===== config.mk =====
export PLATFORM = sky130hd
export DESIGN_NAME = exc_commit_unit
export DESIGN_NICKNAME = d
export VERILOG_FILES = /design/src/rtl/exc_pkg.sv /design/src/rtl/exc_prio_enc.sv /design/src/rtl/exc_commit_unit.sv
export SDC_FILE = /design/constraint.sdc
export NUM_CORES = 1
export LEC_CHECK = 0
export CAP_MARGIN = 20
export CORE_ASPECT_RATIO = 2
export CORE_MARGIN = 2
export CORE_UTILIZATION = 33
export CTS_BUF_LIST = sky130_fd_sc_hd__clkbuf_2
export DETAILED_ROUTE_END_ITERATION = 8
export GPL_TIMING_DRIVEN = 0
export HOLD_SLACK_MARGIN = 0.1
export MAX_ROUTING_LAYER = met4
export PLACE_DENSITY = 0.84
export RECOVER_POWER = 25
export SLEW_MARGIN = 40
export SYNTH_ARGS = -nofsm -noshare
export SYNTH_HDL_FRONTEND = slang
export SYNTH_SLANG_ARGS = --single-unit

===== constraint.sdc =====
create_clock -name clk -period 2.55 [get_ports clk]
set_input_delay 0.255 -clock clk [delete_from_list [all_inputs] [get_ports clk]]
set_output_delay 0.255 -clock clk [all_outputs]
set_load 0.05 [all_outputs]

===== src/rtl/exc_pkg.sv =====
// -----------------------------------------------------------------------------
// exc_pkg
// Shared types and constants for the commit-stage exception logic:
//   exc_flags_t  - per-instruction exception flags carried down the pipeline
//   EXC_*        - MIPS ExcCode values (5-bit, zero-extended on the CP0 port)
//   state_t      - commit unit state (normal commit / redirect in progress)
//   BAD_ADDR_*   - source select for the BadVAddr payload
// -----------------------------------------------------------------------------
package exc_pkg;

    typedef struct packed {
        logic if_adel;
        logic ri;
        logic syscall;
        logic brk;
        logic ov;
        logic adel;
        logic ades;
        logic eret;
    } exc_flags_t;

    localparam logic [4:0] EXC_INT  = 5'h00;
    localparam logic [4:0] EXC_ADEL = 5'h04;
    localparam logic [4:0] EXC_ADES = 5'h05;
    localparam logic [4:0] EXC_SYS  = 5'h08;
    localparam logic [4:0] EXC_BP   = 5'h09;
    localparam logic [4:0] EXC_RI   = 5'h0A;
    localparam logic [4:0] EXC_OV   = 5'h0C;

    localparam logic BAD_ADDR_PC   = 1'b0;
    localparam logic BAD_ADDR_DATA = 1'b1;

    typedef enum logic {
        IDLE,
        REDIRECT
    } state_t;

endpackage


===== src/rtl/exc_prio_enc.sv =====
// -----------------------------------------------------------------------------
// exc_prio_enc
// Combinational exception priority encoder. Picks the highest-priority cause
// among a pending interrupt and the instruction's exception flags.
// Ports:
//   flags_i          - exc_flags_t as a flat vector
//   int_req_i        - interrupt request (line or latched pending)
//   any_exc_o        - some exception (including interrupt) is present
//   exc_code_o       - ExcCode of the winning cause
//   bad_addr_valid_o - winning cause is an address error (BadVAddr written)
//   bad_addr_sel_o   - BadVAddr source: BAD_ADDR_PC or BAD_ADDR_DATA
// ERET is not an exception and is left to the caller.
// -----------------------------------------------------------------------------
module exc_prio_enc
    import exc_pkg::*;
(
    input  logic [7:0] flags_i,
    input  logic       int_req_i,
    output logic       any_exc_o,
    output logic [4:0] exc_code_o,
    output logic       bad_addr_valid_o,
    output logic       bad_addr_sel_o
);

    exc_flags_t flags;
    assign flags = exc_flags_t'(flags_i);

    always_comb begin
        any_exc_o        = 1'b1;
        exc_code_o       = EXC_INT;
        bad_addr_valid_o = 1'b0;
        bad_addr_sel_o   = BAD_ADDR_PC;
        if (int_req_i) begin
            exc_code_o = EXC_INT;
        end else if (flags.if_adel) begin
            // Fetch address error: the faulting address is the PC itself.
            exc_code_o       = EXC_ADEL;
            bad_addr_valid_o = 1'b1;
            bad_addr_sel_o   = BAD_ADDR_PC;
        end else if (flags.ri) begin
            exc_code_o = EXC_RI;
        end else if (flags.syscall) begin
            exc_code_o = EXC_SYS;
        end else if (flags.brk) begin
            exc_code_o = EXC_BP;
        end else if (flags.ov) begin
            exc_code_o = EXC_OV;
        end else if (flags.adel) begin
            exc_code_o       = EXC_ADEL;
            bad_addr_valid_o = 1'b1;
            bad_addr_sel_o   = BAD_ADDR_DATA;
        end else if (flags.ades) begin
            exc_code_o       = EXC_ADES;
            bad_addr_valid_o = 1'b1;
            bad_addr_sel_o   = BAD_ADDR_DATA;
        end else begin
            any_exc_o = 1'b0;
        end
    end

endmodule


===== src/rtl/exc_commit_unit.sv =====
// -----------------------------------------------------------------------------
// exc_commit_unit
// Commit-stage initiator of the CP0 exception interface. Prioritises
// interrupts, instruction exceptions and ERET for the M-stage instruction,
// strobes CP0 for one cycle with the payload, kills and flushes, then holds a
// PC redirect until fetch acknowledges it and the minimum flush has elapsed.
// Ports:
//   clk, resetn                     - clock, synchronous active-low reset
//   m_valid, m_stall                - M instruction present / held by data bus
//   m_pc, m_in_delay_slot           - M instruction PC and delay-slot bit
//   m_flags                         - exc_flags_t of the M instruction
//   m_data_addr                     - load/store effective address
//   cp0_interrupt, cp0_epc          - CP0 interrupt request and current EPC
//   redirect_ack                    - fetch accepted redirect_pc
//   cp0_exception, cp0_eret         - one-cycle event strobes to CP0
//   cp0_exc_code, cp0_bad_addr_valid, cp0_bad_vaddr,
//   cp0_exc_pc, cp0_in_delay_slot   - exception payload to CP0
//   commit_kill                     - suppress M-stage writes
//   flush_out                       - flush IF/ID/EX and M->W
//   redirect_valid, redirect_pc     - redirect request to fetch
// -----------------------------------------------------------------------------
module exc_commit_unit
    import exc_pkg::*;
#(
    parameter logic [31:0] EXC_VECTOR       = 32'hBFC0_0380,
    parameter int          MIN_FLUSH_CYCLES = 2
) (
    input  logic        clk,
    input  logic        resetn,
    input  logic        m_valid,
    input  logic        m_stall,
    input  logic [31:0] m_pc,
    input  logic        m_in_delay_slot,
    input  logic [7:0]  m_flags,
    input  logic [31:0] m_data_addr,
    input  logic        cp0_interrupt,
    input  logic [31:0] cp0_epc,
    input  logic        redirect_ack,
    output logic        cp0_exception,
    output logic [5:0]  cp0_exc_code,
    output logic        cp0_bad_addr_valid,
    output logic [31:0] cp0_bad_vaddr,
    output logic [31:0] cp0_exc_pc,
    output logic        cp0_in_delay_slot,
    output logic        cp0_eret,
    output logic        commit_kill,
    output logic        flush_out,
    output logic        redirect_valid,
    output logic [31:0] redirect_pc
);

    localparam logic [3:0] FLUSH_INIT = 4'(MIN_FLUSH_CYCLES - 1);

    state_t      state_q, state_d;
    logic        int_pending_q, int_pending_d;
    logic [3:0]  flush_cnt_q, flush_cnt_d;
    logic        ack_seen_q, ack_seen_d;
    logic [31:0] redirect_pc_q, redirect_pc_d;

    exc_flags_t  flags;
    logic        commit;
    logic        int_req;
    logic        any_exc;
    logic [4:0]  enc_code;
    logic        enc_bad_valid;
    logic        enc_bad_sel;
    logic        exc_event;
    logic        eret_event;

    assign flags   = exc_flags_t'(m_flags);
    assign commit  = (state_q == IDLE) && m_valid && !m_stall;
    assign int_req = cp0_interrupt || int_pending_q;

    exc_prio_enc u_prio (
        .flags_i         (m_flags),
        .int_req_i       (int_req),
        .any_exc_o       (any_exc),
        .exc_code_o      (enc_code),
        .bad_addr_valid_o(enc_bad_valid),
        .bad_addr_sel_o  (enc_bad_sel)
    );

    assign exc_event  = commit && any_exc;
    assign eret_event = commit && !any_exc && flags.eret;

    // Remember an interrupt that arrived while nothing could commit, so it is
    // taken on the next committing instruction; drop it if the request falls.
    assign int_pending_d = cp0_interrupt && (int_pending_q || !commit);

    assign redirect_pc = redirect_pc_q;

    always_ff @(posedge clk) begin
        if (!resetn) begin
            state_q       <= IDLE;
            int_pending_q <= 1'b0;
            flush_cnt_q   <= 4'd0;
            ack_seen_q    <= 1'b0;
            redirect_pc_q <= 32'd0;
        end else begin
            state_q       <= state_d;
            int_pending_q <= int_pending_d;
            flush_cnt_q   <= flush_cnt_d;
            ack_seen_q    <= ack_seen_d;
            redirect_pc_q <= redirect_pc_d;
        end
    end

    always_comb begin
        state_d            = state_q;
        flush_cnt_d        = flush_cnt_q;
        ack_seen_d         = ack_seen_q;
        redirect_pc_d      = redirect_pc_q;
        cp0_exception      = 1'b0;
        cp0_eret           = 1'b0;
        cp0_exc_code       = 6'd0;
        cp0_bad_addr_valid = 1'b0;
        cp0_bad_vaddr      = 32'd0;
        cp0_exc_pc         = 32'd0;
        cp0_in_delay_slot  = 1'b0;
        commit_kill        = 1'b0;
        flush_out          = 1'b0;
        redirect_valid     = 1'b0;

        if (state_q == IDLE) begin
            if (exc_event || eret_event) begin
                cp0_exception     = exc_event;
                cp0_eret          = eret_event;
                cp0_exc_pc        = m_pc;
                cp0_in_delay_slot = m_in_delay_slot;
                commit_kill       = 1'b1;
                flush_out         = 1'b1;
                if (exc_event) begin
                    cp0_exc_code       = {1'b0, enc_code};
                    cp0_bad_addr_valid = enc_bad_valid;
                    if (enc_bad_valid) begin
                        cp0_bad_vaddr = (enc_bad_sel == BAD_ADDR_DATA) ? m_data_addr : m_pc;
                    end
                end
                state_d       = REDIRECT;
                flush_cnt_d   = FLUSH_INIT;
                ack_seen_d    = 1'b0;
                redirect_pc_d = exc_event ? EXC_VECTOR : cp0_epc;
            end
        end else begin
            // Whatever sits in M now is wrong-path: kill it, ignore its flags.
            redirect_valid = 1'b1;
            flush_out      = 1'b1;
            commit_kill    = 1'b1;
            if (flush_cnt_q != 4'd0) begin
                flush_cnt_d = flush_cnt_q - 4'd1;
            end
            if (redirect_ack) begin
                ack_seen_d = 1'b1;
            end
            // An early ack is held in ack_seen until the minimum flush is done.
            if ((redirect_ack || ack_seen_q) && (flush_cnt_q == 4'd0)) begin
                state_d = IDLE;
            end
        end
    end

endmodule


==> metrics.md <==
| Metric | Value |
|---|---|
| Status | finished with violations |
| Failing checks | negative setup slack |
| Yosys top cell area share | 0.313 |
| Vias in the first global route | 3424 |
| Die Y | 127 um |
| I/O pins | 220 |
| Final hold viol count | 0 |
| Tightest Hold Check Type | input pin to register |
| H-tree level count | 2 |
| Fin area | 0.00529 mm2 |
| CTS Buffer Depth | 2 |
| Synth Flop Type | dfxtp_1 |
| Post-synth EDFFs | 0 |
| Synth Instances | 358 |
| Reg2reg setup slack | 0.75 ns |
| Total GRT Usage | 0.272 |
| DIE WIDTH | 65.5 um |
| GRT overflow | 0 |
| Clock transition at path regs | 0.21 ns |
| Initial DRC count | 117 |
| CP Cell Sequence | or3b_4, or4_4, buf_12, buf_16, a21oi_4, buf_6 |
| CP Data Arrival Time | 2.35 ns |
| Worst Tran Pin Value | 0.530 ns |
| Max-slew headroom | 0.646 |
| WP buf/inv | 3 |
| Max_cap viols | 0 |
| Setup crit end | cp0_bad_vaddr[18] |
| Finished Layout Cells | 686 |
| Wirelength, routed | 11000 um |
| Placed Cells | 668 |
| Required time worst endpoint | 2.30 ns |
| Yosys warns | 0 |
| Row cnt | 44 |
| RSZ-0062 raised after global routing | true |
| Fin util | 0.723 |
| Starting Density | 0.341 |
| Antenna Nets Post-Route | 0 |
| Fill cells | 572 |
| Fmax | 384 MHz |
| Leakage | 2.08 nW |
| RR Endpoint | redirect_pc[11]$_SDFFE_PN0P_ |
| Sequential Area | 785 um2 |
| FF+latch count, synth | 39 |
| Initial antenna violation count | 2 |
| Core Area | 0.00732 mm2 |
| Routability-driven placement congestion ratio | 0.863 |
| Hold path startpoint | cp0_epc[17] |
| Ranking of synthesized cells by area | dfxtp_1, nand2_1, a21oi_2 |
| Vias per Instance | 4.88 |
| Die area | 0.00831 mm2 |
| DPL Wire Length | 8750 um |
| Final worst setup slack | -0.0557 ns |
| Cell taking the most area after synthesis | dfxtp_1 |
| Crit path launch type | register |
| WS Path Type | register to primary output |
| Slowest cell on crit path | or4_4 |
| Count leader, synth | nand2_1 |
| P&R area growth vs syn | 112% |
| Final #Nets | 703 |
| PD cells | 336 mW/mm2 |
| First-pass GRT wire length | 17200 um |
| Critical path depth | 6 |
| Place WS | -0.919 ns |
| Crit. End Element | primary output |
| Worst Path Max Fanout | 8 |
| Reg2Reg Depth | 7 |
| CP peak stage delay | 0.47 ns |
| Wire per inst | 16.1 um |
| Maximum VDD drop | 0.380 mV |
| Max-slew violations | 0 |
| Syn avg cell area | 6.97 um2 |
| Cell Area, Synth | 0.00249 mm2 |
| Register area share after synthesis | 0.313 |
| Root Driver | clkbuf_2 |
| List of most frequent post-synthesis cells | nand2_1, dfxtp_1, and2_1, a21oi_1, a21oi_2 |
| Clock skew | 0.0297 ns |
| Clock sink total | 39 |
| # DRC | 0 |
| Multi-input gate area | 0.00179 mm2 |
| PortBufs | 217 |
| Largest net degree at the start of global routing | 13 |
| Cell Area, Placed | 0.00501 mm2 |
| Total CTS buffers | 5 |
| Clk Latency, worst-skew pair | 0.42 ns |
| Total number of vias | 3348 |
| Final worst path period share | 1.02 |
| Share of cells above drive strength 1 | 0.265 |
| Kind of cell adding the most delay to the critical path | simple AND/OR/NAND/NOR gates |
| DR pass1 iterations | 4 |
| Async S/R FF share, synth | 0 |
| Synth cell types | 38 |
| R2r startpoint | state_q$_SDFF_PN0_ |
| TritonCTS clock tree | built |
| Critical path startpoint | state_q$_SDFF_PN0_ |
| Final setup violation count | 24 |
| Fin crit period | 2.61 ns |
tightest hold or removal path, stage by stage:
cell	delay, ns
clkdlybuf4s50_1	0.39
nand2_1	0.05
a21oi_1	0.05
report_power, final:
part | switching, mW | internal [mW]
sequential | 0.0176 | 0.639
clock | 0.208 | 0.161
combinational | 0.421 | 0.333
total | 0.647 | 1.13
layer usage:
layer	vias to the layer above	global-route usage	wire, um
met5	-	-	0
met4	0	0.0833	229
met3	15	0.0878	1120
met2	161	0.510	6010
met1	1534	0.251	3660
li1	1638	-	-
cells by family after synthesis:
group           count (synthesis)  share of synthesized area
fa+ha+maj                       1                    0.00501
buf+inv                        35                     0.0807
mux                             1                    0.00451
compound gates                 77                      0.216
flops                          39                      0.313
other cells                     1                    0.00150
simple gates                  204                      0.380
metrics by stage:
step | power [mW] | TNS [ns] | hold WS [ns]
final | 1.78 | -0.734 | 0.352
after floorplan | 1.06 | -1.07 | 0.373
after CTS | 1.78 | -1.00 | 0.337
after global routing | 1.86 | -4.08 | 0.351
after detailed placement | 1.40 | -46.91 | 0.448
after global placement | 1.39 | -45.88 | 0.441
placed cells by master, fill, tap and decap left out, types with 3 or more instances in the layout:
cell type,instances
a31oi_1,13
clkdlybuf4s15_2,8
inv_1,3
buf_12,4
clkbuf_2,7
a21oi_4,29
a21oi_1,26
nor3_1,8
dlygate4sd2_1,3
buf_8,6
buf_2,14
dfxtp_1,38
buf_6,28
nor4_1,3
nor2_1,6
clkbuf_1,8
a21oi_2,3
clkbuf_4,4
and2_1,34
clkdlybuf4s50_1,141
nand2_1,133
buf_4,33
final cells by class:
| cell class | count | share of cell area |
|---|---|---|
| repair buffers | 228 | 0.435 |
| multi-input cells | 285 | 0.338 |
| flip-flops and latches | 39 | 0.148 |
| plain buffers | 27 | 0.0397 |
| well taps | 92 | 0.0217 |
| clock inverters | 3 | 0.00733 |
| clock buffers | 5 | 0.00473 |
| inverters | 5 | 0.00449 |
| diodes | 2 | 0.000946 |
registers in the layout, indices dropped and copies added, names as in the netlist:
signal,count
ack_seen_q,1
int_pending_q,1
flush_cnt_q,4
redirect_pc,32
state_q,1
worst min path at each step:
stage	endpoint	slack, ns	cells after the start
2_1_floorplan	flush_cnt_q[1]$_SDFFE_PN0P_	0.37	1
3_3_place_gp	redirect_pc[16]$_SDFFE_PN0P_	0.44	2
3_5_place_dp	redirect_pc[16]$_SDFFE_PN0P_	0.45	2
4_1_cts	redirect_pc[17]$_SDFFE_PN0P_	0.34	3
5_1_grt	redirect_pc[4]$_SDFFE_PN0P_	0.35	3
6_report	redirect_pc[17]$_SDFFE_PN0P_	0.35	3
timing repair:
item                       CTS  global route
cloned                       2             1
hold endpoints to repair     0             0
gates resized for setup    437            47
buffers inserted             7             1
setup endpoints to repair   74            69
hold buffers                 0             0
pin swaps                    3             0
Note: power is estimated with default switching activity, not from simulation.
==> variant (same flow settings) <==
Put one more register stage on the output `redirect_pc`. The value now appears one clock later. The other outputs are not delayed to match.
--- a/src/rtl/exc_commit_unit.sv
+++ b/src/rtl/exc_commit_unit.sv
@@ -87,7 +87,9 @@
     // taken on the next committing instruction; drop it if the request falls.
     assign int_pending_d = cp0_interrupt && (int_pending_q || !commit);
 
-    assign redirect_pc = redirect_pc_q;
+    always_ff @(posedge clk) begin
+        redirect_pc <= redirect_pc_q;
+    end
 
     always_ff @(posedge clk) begin
         if (!resetn) begin
Function: changed (a bounded check fails within 4 cycles, from zero or initial values and one cycle with resetn low).
==> variant against the unedited design <==
The run still ends with negative setup slack left. Worst setup slack lost 110 ps. Largest power group is now sequential cells. Sequential cell count grew 32. Synthesized cell count grew 5.3%. Highest routed layer unchanged. Wire length grew 36%. Design area grew 32%. Count of clock-buffer cells in the layout grew 5. Critical path depth shrank 1. Critical endpoint is now cp0_bad_vaddr[22]. Area after synthesis grew 40%. Clock skew grew 4.3 ps. Total power grew 60%. Maximum frequency shrank 4.0%.
==> variant: results (changes against the unedited design) <==
* Largest net degree at the start of global routing at 14 (+1)
* VDD IR max at 0.000332 V (-13%)
* Slew margin rel. at 0.618 (-0.0283)
* Worst-Skew Late Latency at 550 ps (+130 ps)
* Final setup viols at 34 (+42%)
* Clock share of power at 0.232 (+0.025)
* Initial DRC count at 268 (+130%)
* Final cell count without fillers at 761 (+11%)
* Area after DPL at 0.00592 sq mm (+18%)
* Placed insts at 731 (+9.4%)
* Router iterations before antenna repair at 5 (+1)
* Critical path arrival at 2460 ps (+110 ps)
* Number of global-route vias before repair at 4,385 (+28%)
* Hold Crit Endpoint: redirect_pc_q[16]
* Total track usage at 0.248 (-0.0239)
* Initial antenna violation count at 0 (-2)
* R2r setup slk at 470 ps (-280 ps)
* Metal3 WL at 977 um (-13%)
* M2 GR Usage at 0.468 (-0.0418)
* Netlist cell types at 44 (+16%)
* RR Endpoint: redirect_pc_q[5]
* Dpl ws at -976 ps (-57.0 ps)
* Combinational power at 0.000995 W (+32%)
* Complex-gate fraction of the synthesized area at 0.211 (-0.00495)
* Inserted Clock Buffers at 9 (+4)
* H-tree depth at 3 (+1)
* PnR worst setup slack at -163 ps (-107 ps)
* Vias at 4,166 (+24%)
* M1 WL at 5190 um (+42%)
* Leak at 2.51 nW (+20%)
* Mux cell area share after synthesis at 0.0919 (+0.0874)
* Worst r2r src: state_q
* Share of layout cells above drive strength 1 at 0.383 (+0.118)
* Sequential share of the synthesized area at 0.408 (+0.0948)
* Met1 Use GR at 0.234 (-0.0167)
* Max incr delay on CP at 520 ps (+50 ps)
* Buffers on Ports at 216 (-0.46%)
* Violated checks: negative setup slack
* Status: complete, but fails checks
* Hpwl dp at 11,200 um (+28%)
* Synth top area cells: dfxtp_1 (41%), mux2i_1 (9.2%), o31ai_1 (6.9%)
* Met2 Wirelength at 8210 um (+37%)
* GRT met3 Usage at 0.0508 (-0.0369)
* Crit-path slowest cell: or3_4
* Adder-Cell Fraction of Synth Area at 0.00359 (-0.00143)
* Min-delay src: cp0_epc[16]
* Commonest cells in the netlist: dfxtp_1 (71), nand4_1 (34), and2_1 (33)
* Gate power share at 0.349 (-0.075)
* Internal Pwr Total at 0.00184 W (+62%)
* First-pass GRT wire length at 22,000 um (+28%)
* Setup_tns at -3280 ps (-2550 ps)
* Minimum hold slack at 305 ps (-46.3 ps)
* Ant diodes at 0 (-2)
## variant: layout make-up
class,count,area [sq um]
Inverter,6,22.5
Timing Repair Buffer,234,2520
Fill cell,770,3430
Sequential cell,71,1420
Multi-Input combinational cell,252,2370
Clock inverter,6,67.6
Tap cell,137,171
Clock buffer,10,50.0
Buffer,45,352
## variant: worst max-delay path by stage
stage,startpoint,end,depth (start not counted)
after global routing,state_q,cp0_bad_vaddr[22],5
after global placement,m_valid,cp0_exc_pc[13],7
after CTS,state_q,cp0_bad_vaddr[11],6
final,state_q,cp0_bad_vaddr[22],5
after floorplan,state_q,cp0_bad_vaddr[22],6
after detailed placement,cp0_interrupt,cp0_bad_vaddr[11],7
## variant: repair_timing
item,4_1_cts,5_1_grt
setup endpoints to repair,74,73
hold endpoints to repair,3,0
pin swaps,3,5
cloned,0,5
buffers inserted,5,7
hold buffers,1,0
gates resized for setup,567,156
